[config.mk]
export PLATFORM = sky130hd
export DESIGN_NAME = wb_stage
export DESIGN_NICKNAME = d
export VERILOG_FILES = /design/src/rtl/wb_stage_pkg.sv /design/src/rtl/wb_stage_load_align.sv /design/src/rtl/wb_stage.sv
export SDC_FILE = /design/constraint.sdc
export NUM_CORES = 1
export LEC_CHECK = 0
export CAP_MARGIN = 20
export CORE_MARGIN = 2
export CORE_UTILIZATION = 44
export CTS_CLUSTER_SIZE = 20
export DETAILED_ROUTE_END_ITERATION = 6
export GPL_ROUTABILITY_DRIVEN = 1
export PLACE_DENSITY = 0.84
export SLEW_MARGIN = 25
export SYNTH_ARGS = -nofsm -noshare
export SYNTH_HDL_FRONTEND = slang
export SYNTH_SLANG_ARGS = --single-unit
[constraint.sdc]
create_clock -name clk -period 2.65 [get_ports clk]
set_input_delay 0.53 -clock clk [delete_from_list [all_inputs] [get_ports clk]]
set_output_delay 0.53 -clock clk [all_outputs]
set_load 0.1 [all_outputs]
[src/rtl/wb_stage_pkg.sv]
// wb_stage_pkg: writeback-select and load-type codes shared with the MEM stage,
// plus the writeback FSM state type.
package wb_stage_pkg;
   localparam logic [1:0] WB_ALU  = 2'd0;
   localparam logic [1:0] WB_MEM  = 2'd1;
   localparam logic [1:0] WB_LINK = 2'd2;
   localparam logic [2:0] LT_LW   = 3'd0;
   localparam logic [2:0] LT_LH   = 3'd1;
   localparam logic [2:0] LT_LHU  = 3'd2;
   localparam logic [2:0] LT_LB   = 3'd3;
   localparam logic [2:0] LT_LBU  = 3'd4;
   typedef enum logic {IDLE, WAIT_MEM} state_t;
endpackage

[src/rtl/wb_stage_load_align.sv]
// wb_stage_load_align: little-endian extraction and sign/zero extension of load data.
module wb_stage_load_align
   import wb_stage_pkg::*;
(
   input  logic [31:0] rdata,
   input  logic [2:0]  load_type,
   input  logic [1:0]  byte_off,
   output logic [31:0] data
);
   logic [15:0] half;
   logic [7:0]  byte_v;
   always_comb begin
      half   = byte_off[1] ? rdata[31:16] : rdata[15:0];
      byte_v = rdata[{byte_off, 3'b000} +: 8];
      data   = load_type == LT_LH  ? {{16{half[15]}}, half} :
               load_type == LT_LHU ? {16'h0000, half} :
               load_type == LT_LB  ? {{24{byte_v[7]}}, byte_v} :
               load_type == LT_LBU ? {24'h000000, byte_v} : rdata;
   end
endmodule

[src/rtl/wb_stage.sv]
// wb_stage: writeback stage; selects ALU/load/link data, waits for slow loads
// and drives registered write port signals into reg_file.
module wb_stage
   import wb_stage_pkg::*;
#(
   parameter int DATA_WIDTH = 32,
   parameter int ADDR_WIDTH = 5
) (
   input  logic                  clk,
   input  logic                  rst,
   input  logic                  in_valid,
   output logic                  in_ready,
   input  logic                  in_reg_write,
   input  logic [ADDR_WIDTH-1:0] in_rd,
   input  logic [1:0]            in_wb_sel,
   input  logic [DATA_WIDTH-1:0] in_alu_result,
   input  logic [DATA_WIDTH-1:0] in_link_pc,
   input  logic [2:0]            in_load_type,
   input  logic [1:0]            in_byte_off,
   input  logic                  mem_rvalid,
   input  logic [DATA_WIDTH-1:0] mem_rdata,
   input  logic                  flush,
   output logic                  wb_we,
   output logic [ADDR_WIDTH-1:0] wb_addr,
   output logic [DATA_WIDTH-1:0] wb_data,
   output logic                  busy
);
   state_t                state, state_nx;
   logic [ADDR_WIDTH-1:0] p_rd, c_rd;
   logic                  p_rw, c_rw;
   logic [2:0]            p_lt, a_lt;
   logic [1:0]            p_off, a_off;
   logic [DATA_WIDTH-1:0] aligned, c_data;
   logic                  is_load, accept, defer, commit;

   wb_stage_load_align u_align (
      .rdata(mem_rdata),
      .load_type(a_lt),
      .byte_off(a_off),
      .data(aligned)
   );

   always_ff @(posedge clk or posedge rst)
      if (rst) state <= IDLE;
      else state <= state_nx;

   // While waiting, the aligner and commit fields come from the latched load.
   always_comb begin
      in_ready = state == IDLE;
      busy     = state == WAIT_MEM;
      is_load  = in_wb_sel == WB_MEM;
      accept   = in_valid & in_ready & ~flush;
      defer    = accept & is_load & ~mem_rvalid;
      commit   = busy ? mem_rvalid & ~flush : accept & ~defer;
      a_lt     = busy ? p_lt : in_load_type;
      a_off    = busy ? p_off : in_byte_off;
      c_rd     = busy ? p_rd : in_rd;
      c_rw     = busy ? p_rw : in_reg_write;
      c_data   = (busy | is_load) ? aligned : in_wb_sel == WB_LINK ? in_link_pc : in_alu_result;
      state_nx = defer ? WAIT_MEM : (commit | flush) ? IDLE : state;
   end

   always_ff @(posedge clk or posedge rst)
      if (rst) begin
         wb_we   <= 1'b0;
         wb_addr <= '0;
         wb_data <= '0;
         p_rd    <= '0;
         p_rw    <= 1'b0;
         p_lt    <= LT_LW;
         p_off   <= 2'd0;
      end else begin
         wb_we <= commit & c_rw & (c_rd != '0);
         if (commit) begin
            wb_addr <= c_rd;
            wb_data <= c_data;
         end
         if (defer) begin
            p_rd  <= in_rd;
            p_rw  <= in_reg_write;
            p_lt  <= in_load_type;
            p_off <= in_byte_off;
         end
      end
endmodule
==> results of run 1 <==
==> layer usage <==
layer / share of wire, % / vias to the layer above / global-route usage [%]
met5: 0 / - / 0
met4: 2.4 / 0 / 7.38
met3: 8.6 / 30 / 4.31
met2: 50 / 227 / 46.9
met1: 39 / 1946 / 36.4
li1: - / 1930 / -
==> path summary, 6_finish.rpt <==
kind	startpoint	endpoint	slack [ns]	cells past startpoint
setup / recovery	in_byte_off[1]	wb_data[31]$_DFFE_PP0P_	0.17	6
hold / removal	wb_addr[2]$_DFFE_PP0P_	wb_addr[2]$_DFFE_PP0P_	0.50	2
setup reg to reg	busy$_DFFE_PP0P_	wb_data[31]$_DFFE_PP0P_	0.30	5
hold reg to reg	wb_addr[2]$_DFFE_PP0P_	wb_addr[2]$_DFFE_PP0P_	0.50	2
max in group asynchronous	rst	busy$_DFFE_PP0P_	1.83	3
min in group asynchronous	rst	wb_data[29]$_DFFE_PP0P_	0.58	3
==> per-stage QoR <==
stage / instance area, um^2 / setup slack [ns]
3_3_place_gp: 5490 / -0.0217
4_1_cts: 5580 / 0.193
5_1_grt: 5580 / 0.0985
3_5_place_dp: 5490 / -0.105
6_report: 5580 / 0.172
2_1_floorplan: 3730 / 0.0135
==> logic make-up after synthesis <==
family	Yosys count	share of synthesized area (%)
multiplexers	63	18.3
AO/OA/AOI/OAI	130	25.6
XOR/XNOR	2	0.470
AND/OR/NAND/NOR	133	18.0
flip-flops	50	33.6
buffers and inverters	36	4.03
==> final cells by class <==
type | instances | area, um^2
clock buffer | 6 | 82.6
tap | 105 | 131
fill | 672 | 2630
inverter | 4 | 15.0
clock inverter | 2 | 12.5
timing repair buffer | 191 | 1750
multi-input combinational | 328 | 2330
sequential | 50 | 1250
==> cells in the final DEF (no fill, tap or decap), types with 3 or more instances in the layout <==
cell             count
clkbuf_8             6
nor2b_1              6
nand2_1             26
a211oi_1            17
o211ai_1             4
a21oi_1             26
nand2b_1             4
o21ai_1              6
mux2i_1             33
buf_4               75
nor4_1              12
a221o_1              8
a31oi_1              7
nor3_1              22
and2_1              14
clkdlybuf4s50_1    113
o22ai_1              5
o2bb2ai_1           13
buf_12               3
nor3b_1              3
a22oi_1             12
a211o_1              9
mux2_2              20
mux2_1               8
nor2_1              35
a2111oi_0            4
dfrtp_1             49
o21a_1               5
==> power breakdown <==
part	internal, mW	total, mW	switching, mW
clock	0.211	0.471	0.261
combinational	0.567	1.83	1.27
sequential	0.917	1.03	0.110
total	1.69	3.33	1.64
==> worst reg2reg max path, stage by stage (launching register included) <==
cell and delay (ns):
dfrtp_2 0.48, mux2i_4 0.29, mux4_2 0.54, and2_1 0.31
a211oi_1 0.46, a211oi_1 0.15
==> state kept, by name, indices dropped and copies added (netlist names) <==
name and flops:
p_rw 1, wb_data 32, p_off 2, busy 1, wb_we 1, p_lt 3
p_rd 5, wb_addr 5
==> impl_metrics.json, run 1 <==
{
  "path_buf_inv": 1,
  "hp-class": "flop to flop",
  "clock-sinks": 50,
  "crit_chain": "clkdlybuf4s50_1 > mux2i_4 > mux4_2 > and2_1 > a211oi_1 > a211oi_1",
  "grt_pass1_vias": 4056,
  "coreArea_um2": 8220,
  "syn_to_final_growth_pct": 49.9,
  "cts_resized": 0,
  "drtIter0Drc": 353,
  "clk_pin_slew_ns": 0.10,
  "synth_most_common_cell": "dfrtp_1",
  "min_period_over_period_pct": 93.5,
  "yosysTopAreaCell": "dfrtp_1",
  "antenna_found_initial": 0,
  "cts_tree": "done",
  "layout.nets": 694,
  "worstPathRequired_ns": 2.82,
  "crit_top_cell": "a211oi_1",
  "synth-seq-area-share_pct": 33.6,
  "crit_path_top_delay_cell": "mux4_2",
  "final_core_util_pct": 67.9,
  "rsz0062_at_grt": "false",
  "die-area_um2": 9220,
  "slew-limit-headroom_pct": 50.4,
  "ctsHoldBuffers": 0,
  "p_total_mw": 3.33,
  "max_cap_viol_count": 0,
  "drive_above_1_share_pct": 19.6,
  "drt_pass1_iterations": 5,
  "ios": 154,
  "slew_viol_final": 0,
  "critPathArrivalTime_ns": 2.64,
  "cts_root_buffer": "clkbuf_8",
  "netlist_area_um2": 3720,
  "slowest_delay_ns": 0.54,
  "fmax_mhz": 404,
  "antenna_cells": 0,
  "numCtsBuffers": 5,
  "outcome": "finished, final reports clean",
  "critPathLaunchType": "primary input",
  "path_delay_family": "multiplexers",
  "clk_latency_ns": 0.31,
  "whs_ns": 0.502,
  "viasPerCell": 6.02,
  "clock_skew_ns": 0.0124,
  "die_width_um": 96.0,
  "power_leakage_nw": 2.28,
  "power-per-cell-area_nw_per_um2": 597,
  "avgSynthCellArea_um2": 9.00,
  "ys_ff_latch": 50,
  "critPathMaxFanout": 10,
  "yosys-top-cells-area": "dfrtp_1, mux2i_1, mux2_2",
  "finalHoldViolations": 0,
  "row_count": 33,
  "clockBufferDepth": 2,
  "antenna_left": 0,
  "grtUsageTotal_pct": 27.6,
  "synth_edf_count": 0,
  "peakVddDrop_v": 0.000453,
  "yosys.area.top_type_share_pct": 33.6,
  "layout.cells.non_filler": 686,
  "cts_setup_buffers": 0,
  "htree_levels": 2,
  "yosysUniqueCellTypes": 53,
  "fin_tns_setup_ns": 0,
  "wl_um": 12600,
  "grt_pass1_wl_um": 19900,
  "ys_warn_count": 0,
  "wl_per_cell_um": 18.4,
  "synthCells": 414,
  "hpwl_um": 9840,
  "worst_pin_slew_ns": 0.741,
  "worst-setup-path-type": "primary input to flop",
  "synth_common_cells": "dfrtp_1, nor2_1, mux2i_1, a21oi_1, nand2_1",
  "layout_min_cycle_time_ns": 2.48,
  "syn_nets": 528,
  "synthArstFlopShare_pct": 100,
  "drc": 0,
  "portBuffers": 153,
  "placed_cells": 678,
  "synth_flop_cell": "dfrtp_1",
  "grt_max_degree": 51,
  "end_kind": "flop",
  "setup_viol": 0,
  "vias": 4133,
  "gr-total-overflow": 0,
  "dieHeight_um": 96.0,
  "initial_core_util_pct": 45.3,
  "gp_routability_congestion": 0.989
}
Note: power is estimated with default switching activity, not from simulation.
==> run 2: changes to the inputs <==
--- a/config.mk
+++ b/config.mk
@@ -6,7 +6,8 @@
 export NUM_CORES = 1
 export LEC_CHECK = 0
 export CAP_MARGIN = 20
-export CORE_MARGIN = 2
+export CORE_ASPECT_RATIO = 1.4
+export CORE_MARGIN = 3
 export CORE_UTILIZATION = 44
 export CTS_CLUSTER_SIZE = 20
 export DETAILED_ROUTE_END_ITERATION = 6
==> impl_metrics.json, run 2 (synthesis gave the netlist of run 1 again) <==
{
  "top_regs": "wb_data x32, p_rd x5, wb_addr x5",
  "reg2reg_slack_ns": 0.33,
  "drtIter0Drc": 266,
  "numCtsBuffers": 5,
  "worstPathRequired_ns": 2.82,
  "path_delay_family": "multiplexers",
  "cts_root_buffer": "clkbuf_16",
  "setup_viol": 0,
  "use_met3_pct": 3.37,
  "cts_resized": 0,
  "fin_tns_setup_ns": 0,
  "critPathLaunchType": "primary input",
  "fmax_mhz": 415,
  "wl_per_cell_um": 18.5,
  "mostFrequentLayoutCell": "clkdlybuf4s50_1",
  "antenna_cells": 0,
  "worst-setup-path-type": "primary input to flop",
  "crit_path_top_delay_cell": "mux4_2",
  "finalInstanceArea_um2": 5610,
  "dpl_cell_area_um2": 5460,
  "min_period_over_period_pct": 91.0,
  "layout_min_cycle_time_ns": 2.41,
  "largest_reg_flops": 32,
  "critPathMaxFanout": 10,
  "layout.nets": 693,
  "peakVddDrop_v": 0.000495,
  "clockBufferDepth": 2,
  "slew_viol_final": 0,
  "power-per-cell-area_nw_per_um2": 625,
  "die-area_um2": 9620,
  "fillerInstances": 688,
  "drive_above_1_share_pct": 19.3,
  "finalHoldViolations": 0,
  "critPathArrivalTime_ns": 2.58,
  "dieHeight_um": 115,
  "grt_pass1_wl_um": 20100,
  "cts_setup_buffers": 0,
  "slew-limit-headroom_pct": 48.3,
  "ios": 154,
  "antenna_found_initial": 0,
  "rsz0062_at_grt": "false",
  "row_count": 39,
  "multi_input_area_um2": 2330,
  "hp-class": "flop to flop",
  "clock_skew_ns": 0.00366,
  "use_met2_pct": 46.4,
  "layout_common_cells": "clkdlybuf4s50_1, buf_4, dfrtp_1, nor2_1, mux2i_1",
  "ctsHoldBuffers": 0,
  "grtUsageTotal_pct": 25.3,
  "drt_pass1_iterations": 5,
  "clk_pin_slew_ns": 0.07,
  "use_met1_pct": 31.0,
  "initial_core_util_pct": 45.4,
  "busiest_layer": "met2",
  "grt_pass1_vias": 4006,
  "cts_tree": "done",
  "slowest_delay_ns": 0.53,
  "final_core_util_pct": 68.4,
  "drc": 0,
  "max_cap_viol_count": 0,
  "gp_routability_congestion": 0.952,
  "outcome": "finished, final reports clean",
  "vias": 4021,
  "hpwl_um": 10000,
  "regArea_um2": 1250,
  "largest-register": "wb_data",
  "grt_max_degree": 36,
  "portBuffers": 153,
  "syn_to_final_growth_pct": 50.6,
  "clk_latency_ns": 0.29,
  "crit_chain": "clkdlybuf4s50_1 > mux2i_4 > mux4_2 > and2_1 > a211o_1 > a221o_1",
  "worst_pin_slew_ns": 0.773,
  "path_buf_inv": 1,
  "end_kind": "flop",
  "clock-sinks": 50,
  "coreArea_um2": 8200,
  "viasPerCell": 5.90,
  "antenna_left": 0,
  "gr-total-overflow": 0,
  "power_leakage_nw": 2.29,
  "wl_um": 12600,
  "die_width_um": 83.8,
  "htree_levels": 2
}
==> run 2: changes by cell type in the layout (fill, tap and decap cells not counted), sizes merged <==
cell	before	now
clkinvlp	1	0
inv	4	5
buf	78	77
==> run 2: worst reg2reg max path: cells and delay by family (launching register included) <==
family	cells	cell delay, ns
DFF	1	0.44
buffers and inverters	1	0.31
and+or+nand+nor	2	0.65
AOI/OAI and AO/OA	2	0.42
muxes	1	0.40
==> run 2: path summary, 6_finish.rpt <==
path	from	cells after the start	endpoint
setup / recovery	in_byte_off[1]	6	wb_data[9]$_DFFE_PP0P_
hold / removal	wb_addr[4]$_DFFE_PP0P_	2	wb_addr[4]$_DFFE_PP0P_
setup reg to reg	busy$_DFFE_PP0P_	6	wb_data[0]$_DFFE_PP0P_
hold reg to reg	wb_addr[4]$_DFFE_PP0P_	2	wb_addr[4]$_DFFE_PP0P_
max in group asynchronous	rst	3	busy$_DFFE_PP0P_
min in group asynchronous	rst	2	wb_data[29]$_DFFE_PP0P_
==> run 2: metal layers <==
metal / vias to the layer above / routed length, um
li1: 1918 / -
met1: 1907 / 4990
met2: 171 / 6610
met3: 25 / 750
met4: 0 / 279
met5: - / 0
==> run 2: stage by stage <==
step	hold WS (ns)	setup slack [ns]	power [mW]	cells
finish	0.490	0.240	3.51	682
global route	0.524	0.0376	3.64	682
CTS	0.494	0.231	3.51	682
detailed placement	0.478	-0.0693	2.87	674
global placement	0.474	-0.0258	2.83	674
floorplan	0.464	0.0135	2.30	414
==> run 2: cell type report <==
cell class,count,area share (%)
clock buffer,6,2.30
clock inverter,2,0.312
inverter,4,0.268
multi-input combinational,328,41.6
sequential,50,22.3
tap,102,2.27
timing repair buffer,190,30.9
==> run 2: where the power goes <==
part / total, mW / leakage (nW) / internal (mW) / switching (mW)
clock network: 0.655 / 0.0714 / 0.356 / 0.298
registers: 1.03 / 0.602 / 0.918 / 0.109
logic: 1.83 / 1.62 / 0.564 / 1.26
